--- config.mk ---
export PLATFORM = sky130hd
export DESIGN_NAME = risc16_mem_requester
export DESIGN_NICKNAME = d
export VERILOG_FILES = /design/src/rtl/risc16_mem_requester.sv
export SDC_FILE = /design/constraint.sdc
export NUM_CORES = 1
export LEC_CHECK = 0
export BUFFER_PORTS_ARGS = -buffer_cell sky130_fd_sc_hd__buf_2
export CORE_ASPECT_RATIO = 0.5
export CORE_MARGIN = 4
export CORE_UTILIZATION = 49
export CTS_BUF_LIST = sky130_fd_sc_hd__clkbuf_4 sky130_fd_sc_hd__clkbuf_8 sky130_fd_sc_hd__clkbuf_16
export CTS_CLUSTER_DIAMETER = 120
export DETAILED_ROUTE_END_ITERATION = 10
export GPL_ROUTABILITY_DRIVEN = 0
export GPL_TIMING_DRIVEN = 0
export PLACE_DENSITY = 0.89
export SLEW_MARGIN = 20
export SYNTH_ARGS = -nofsm -noshare
export SYNTH_HDL_FRONTEND = slang
export SYNTH_SLANG_ARGS = --single-unit
--- constraint.sdc ---
create_clock -name clk -period 2.6 [get_ports clk]
set_input_delay 0.13 -clock clk [delete_from_list [all_inputs] [get_ports clk]]
set_output_delay 0.13 -clock clk [all_outputs]
set_load 0.005 [all_outputs]
--- src/rtl/risc16_mem_requester.sv ---
// Request sequencer between the RiSC16 load/store datapath and the single-port
// word memory. One load or store is accepted at a time. The block drives the
// memory address/data/write-enable, waits out the memory read latency, and
// returns read data, a store acknowledgement or an address error over a
// response handshake.
//
// Ports:
//   clk, rst                         clock, synchronous active-high reset
//   reqValid/reqReady                request handshake (reqReady combinational)
//   reqWrite, reqAddr, reqData       request payload (1 = store)
//   respValid/respReady              response handshake
//   respData, respErr                load data (0 for stores/errors), range error
//   memAddress, memDataIn,
//   memWriteEn                       registered memory-side controls
//   memDataOut                       memory read data
module risc16_mem_requester #(
    parameter int unsigned WORD_LENGTH  = 16,
    parameter int unsigned MEM_SIZE     = 65536,
    parameter int unsigned READ_LATENCY = 0
) (
    input  logic                   clk,
    input  logic                   rst,
    input  logic                   reqValid,
    output logic                   reqReady,
    input  logic                   reqWrite,
    input  logic [WORD_LENGTH-1:0] reqAddr,
    input  logic [WORD_LENGTH-1:0] reqData,
    output logic                   respValid,
    input  logic                   respReady,
    output logic [WORD_LENGTH-1:0] respData,
    output logic                   respErr,
    output logic [WORD_LENGTH-1:0] memAddress,
    output logic [WORD_LENGTH-1:0] memDataIn,
    output logic                   memWriteEn,
    input  logic [WORD_LENGTH-1:0] memDataOut
);

    localparam int unsigned CNT_W = 3;
    localparam int unsigned CMP_W = 33;
    localparam logic [CNT_W-1:0] LAT_LAST = CNT_W'(READ_LATENCY);

    typedef enum logic [1:0] {
        IDLE  = 2'd0,
        WRITE = 2'd1,
        READ  = 2'd2,
        RESP  = 2'd3
    } state_t;

    state_t                 state;
    state_t                 state_nxt;
    logic [CNT_W-1:0]       cnt;
    logic [CNT_W-1:0]       cnt_nxt;
    logic [WORD_LENGTH-1:0] addr_nxt;
    logic [WORD_LENGTH-1:0] din_nxt;
    logic [WORD_LENGTH-1:0] rdata_nxt;
    logic                   we_nxt;
    logic                   rvalid_nxt;
    logic                   rerr_nxt;
    logic                   in_range_c;

    // Request acceptance: only in IDLE and never while reset is asserted.
    assign reqReady = (state == IDLE) && !rst;

    // Unsigned range check, widened so MEM_SIZE = 2**WORD_LENGTH is representable.
    assign in_range_c = (CMP_W'(reqAddr) < CMP_W'(MEM_SIZE));

    // Next-state and next-output logic.
    always_comb begin
        state_nxt  = state;
        cnt_nxt    = cnt;
        addr_nxt   = memAddress;
        din_nxt    = memDataIn;
        we_nxt     = 1'b0;
        rvalid_nxt = respValid;
        rdata_nxt  = respData;
        rerr_nxt   = respErr;

        case (state)
            IDLE: begin
                if (reqValid) begin
                    if (!in_range_c) begin
                        // No memory access; the error response follows one cycle later.
                        rerr_nxt  = 1'b1;
                        rdata_nxt = '0;
                        state_nxt = RESP;
                    end else if (reqWrite) begin
                        addr_nxt  = reqAddr;
                        din_nxt   = reqData;
                        we_nxt    = 1'b1;
                        state_nxt = WRITE;
                    end else begin
                        addr_nxt  = reqAddr;
                        cnt_nxt   = '0;
                        state_nxt = READ;
                    end
                end
            end

            WRITE: begin
                // Memory commits at the edge ending this cycle.
                rvalid_nxt = 1'b1;
                rdata_nxt  = '0;
                rerr_nxt   = 1'b0;
                state_nxt  = RESP;
            end

            READ: begin
                if (cnt == LAT_LAST) begin
                    rdata_nxt  = memDataOut;
                    rvalid_nxt = 1'b1;
                    rerr_nxt   = 1'b0;
                    state_nxt  = RESP;
                end else begin
                    cnt_nxt = cnt + CNT_W'(1);
                end
            end

            RESP: begin
                if (!respValid) begin
                    // Error path enters RESP with respValid low; raise it here.
                    rvalid_nxt = 1'b1;
                end else if (respReady) begin
                    rvalid_nxt = 1'b0;
                    rerr_nxt   = 1'b0;
                    state_nxt  = IDLE;
                end
            end

            default: begin
                state_nxt = IDLE;
            end
        endcase
    end

    // State and output registers.
    always_ff @(posedge clk) begin
        if (rst) begin
            state      <= IDLE;
            cnt        <= '0;
            memAddress <= '0;
            memDataIn  <= '0;
            memWriteEn <= 1'b0;
            respValid  <= 1'b0;
            respData   <= '0;
            respErr    <= 1'b0;
        end else begin
            state      <= state_nxt;
            cnt        <= cnt_nxt;
            memAddress <= addr_nxt;
            memDataIn  <= din_nxt;
            memWriteEn <= we_nxt;
            respValid  <= rvalid_nxt;
            respData   <= rdata_nxt;
            respErr    <= rerr_nxt;
        end
    end

endmodule

==> run_results.csv <==
group,metric,value,unit
critical_path,cp-startpoint,"state[1]$_SDFFE_PP0P_",
synth,synth_area,0.00218,mm2
min_path,hp-start,"reqData[11]",
clock_tree,cts_buffers,5,
critical_path,crit_required,2.80,ns
synth,avgSynthCellArea,8.04,um2
synth,synth_seq_cells,55,
finish,areaGrowthSynthToFinish,31.6,%
finish,drive_gt1_share,32.8,%
detailed_routing,drt_iter0_drc,53,
detailed_routing,wl_per_cell,12.7,um
clock_tree,clk_latency,0.30,ns
min_path,holdCritPathClass,"input pin to register",
finish,fin_nets,440,
sta,max_slew_margin,63.0,%
power_and_ir_drop,ir_worst_vdd,375,uV
detailed_routing,routed_wl,5540,um
synth,synth_area_leaders,"dfxtp_1 (51%), nand2_1 (15%), a21oi_1 (11%)",
critical_path,crit_fanout,10,
global_routing,grt_antenna_before_repair,0,
power_and_ir_drop,power_density,833,mW/mm2
placement,dp_hpwl,4380,um
clock_tree,cts_buffer_depth,2,
critical_path,crit_path_end_kind,"register",
outcome,status,"complete, no violations",
placement,pre_cts_ws,0.864,ns
detailed_routing,first_pass_iters,4,
detailed_routing,routed_via_density,4.94,
sta,tightest_slew,0.555,ns
clock_tree,clk_pin_slew,0.09,ns
die,num_io_pins,105,
synth,synth_top_area_cell,"dfxtp_1",
detailed_routing,wl_met3,409,um
critical_path,reg2reg_from,"state[1]$_SDFFE_PP0P_",
sta,setup_tns,0,ns
power_and_ir_drop,p_int,1.58,mW
detailed_routing,wl_met2,2690,um
synth,yosysWarningCount,0,
synth,synth_seq_area_share,50.5,%
detailed_routing,routed.top_layer,"met4",
clock_tree,htree_levels,2,
critical_path,reg2reg_setup_slack,0.84,ns
critical_path,crit_type,"register to register",
sta,final-hold-violation-count,0,
sta,setup_viol,0,
power_and_ir_drop,power_frac_clock,22.9,%
detailed_routing,drc,0,
global_routing,grt_max_degree,17,
detailed_routing,met1_length,2390,um
power_and_ir_drop,power_leakage,1.34,nW
clock_tree,cts_tree,"built",
critical_path,worstSetupStartpointType,"register",
sta,finClkSkew,0.00749,ns
global_routing,track_usage,19.3,%
power_and_ir_drop,combPwrFrac,33.3,%
synth,syn-instance-count,271,
clock_tree,cts_hold_buf,0,
die,row_count,16,
detailed_routing,ant_nets,0,
clock_tree,postCtsSetupBuffers,0,
die,dieArea,0.00564,mm2
die,coreArea,0.00408,mm2
clock_tree,cts_sinks,55,
sta,max_freq,569,MHz
sta,period_share,67.7,%
synth,synth.distinct_cells,30,
sta,finalWorstSetupSlack,0.841,ns
global_routing,grt-ovfl-total,0,
sta,maxSlewViolCount,0,
critical_path,arrival,1.96,ns
global_routing,grt_pass1_wl,8500,um
die,dieHeight,55.2,um
power_and_ir_drop,p_seq_share,43.7,%
placement,io_buffers,103,
die,fp.dieW,102,um
synth,syn-num-nets,330,
clock_tree,cts_root_buf,"clkbuf_8",
clock_tree,cts_resized,0,
detailed_routing,routed-via-count,2150,
synth,synth_top_cell_area_share,50.5,%
sta,grt_setup_unrepaired,"false",
die,start_util,53.4,%
global_routing,first_global_vias,1962,
power_and_ir_drop,switching_share,34.0,%
finish,antenna-diode-count,0,
job,cap_violations,0,
sta,period_needed,1.76,ns
power_and_ir_drop,p_switching,813,uW
==> stage by stage <==
step                std cells  hold slack, ns  cell area, um2  total power, mW  util (%)
finish                    435          0.0528            2870             2.39      70.3
global route              435          0.0504            2870             2.56      70.3
CTS                       435          0.0471            2870             2.41      70.3
global placement          428           0.371            2760             1.82      67.6
floorplan                 271           0.266            2180             1.56         -
detailed placement        428           0.376            2760             1.86      67.6
==> area by class of cell <==
type / instances / area (um2)
buffer: 20 / 106
clock buffer: 5 / 68.8
clock inverter: 2 / 37.5
fill: 327 / 1210
inverter: 6 / 22.5
multi-input combinational: 190 / 950
sequential: 55 / 1100
tap: 54 / 67.6
timing repair buffer: 103 / 515
==> synthesized netlist by cell type <==
library cell	instances
and2_1	2
clkbuf_1	8
o221ai_1	1
inv_1	6
or4_1	1
a211oi_1	2
buf_6	1
a21bo_1	1
ha_1	6
dfxtp_1	55
nor2b_1	2
a31oi_1	3
and3_1	2
nand2b_4	1
mux2i_1	1
nand3_1	16
buf_2	7
a222oi_1	1
a21boi_2	1
a21oi_1	50
o21ai_0	2
buf_4	4
nor2_1	4
nand2_1	85
conb_1	1
a21boi_0	1
nand2_2	1
o21a_1	2
nand4_1	1
nand2b_1	3
==> cells in the final DEF, fill, tap and decap left out, types with 4 or more instances in the layout <==
master and count:
a21oi_1 50, buf_2 110, buf_4 4, clkbuf_1 8
clkbuf_8 5, dfxtp_1 55, ha_1 6, inv_1 6
nand2_1 85, nand3_1 16, nor2_1 4
==> worst paths after layout <==
kind,end,depth (start not counted)
max,state[1]$_SDFFE_PP0P_,6
max reg2reg,state[1]$_SDFFE_PP0P_,6
min reg2reg,respData[13]$_SDFFE_PP0P_,2
min,memDataIn[11]$_SDFFE_PP0P_,3
==> worst max-delay path: stages (launching register included) <==
cell and delay [ns]:
dfxtp_1 0.39, inv_1 0.08, ha_1 0.17, buf_2 0.16
a222oi_1 0.55, a31oi_1 0.17, o21a_1 0.14
==> metal layers <==
layer  vias to the layer above  global-route usage [%]
met4                         0                    5.23
li1                       1109                       -
met3                         6                    4.63
met1                       967                    23.1
met5                         -                       0
met2                        68                    35.7
==> power groups by stage <==
stage | Sequential, mW | Clock [mW] | Combinational [mW]
3_5_place_dp | 1.06 | 0 | 0.799
5_1_grt | 1.06 | 0.592 | 0.905
3_3_place_gp | 1.06 | 0 | 0.763
6_report | 1.05 | 0.548 | 0.797
2_1_floorplan | 1.07 | 0 | 0.489
4_1_cts | 1.04 | 0.563 | 0.802
==> sequential cells by signal, summed over array words and instances (netlist names) <==
name and cells:
cnt 3, memAddress 16, memDataIn 16, memWriteEn 1, respData 16, respValid 1
state 2
==> cell families after synthesis <==
group	after synthesis	share of synthesized area [%]
compound gates	64	16.4
fa+ha+maj	6	3.44
buf+inv	26	5.91
flops	55	50.5
mux	1	0.459
other cells	1	0.172
simple gates	118	23.1
No activity file was read; power rests on OpenSTA's default activity.
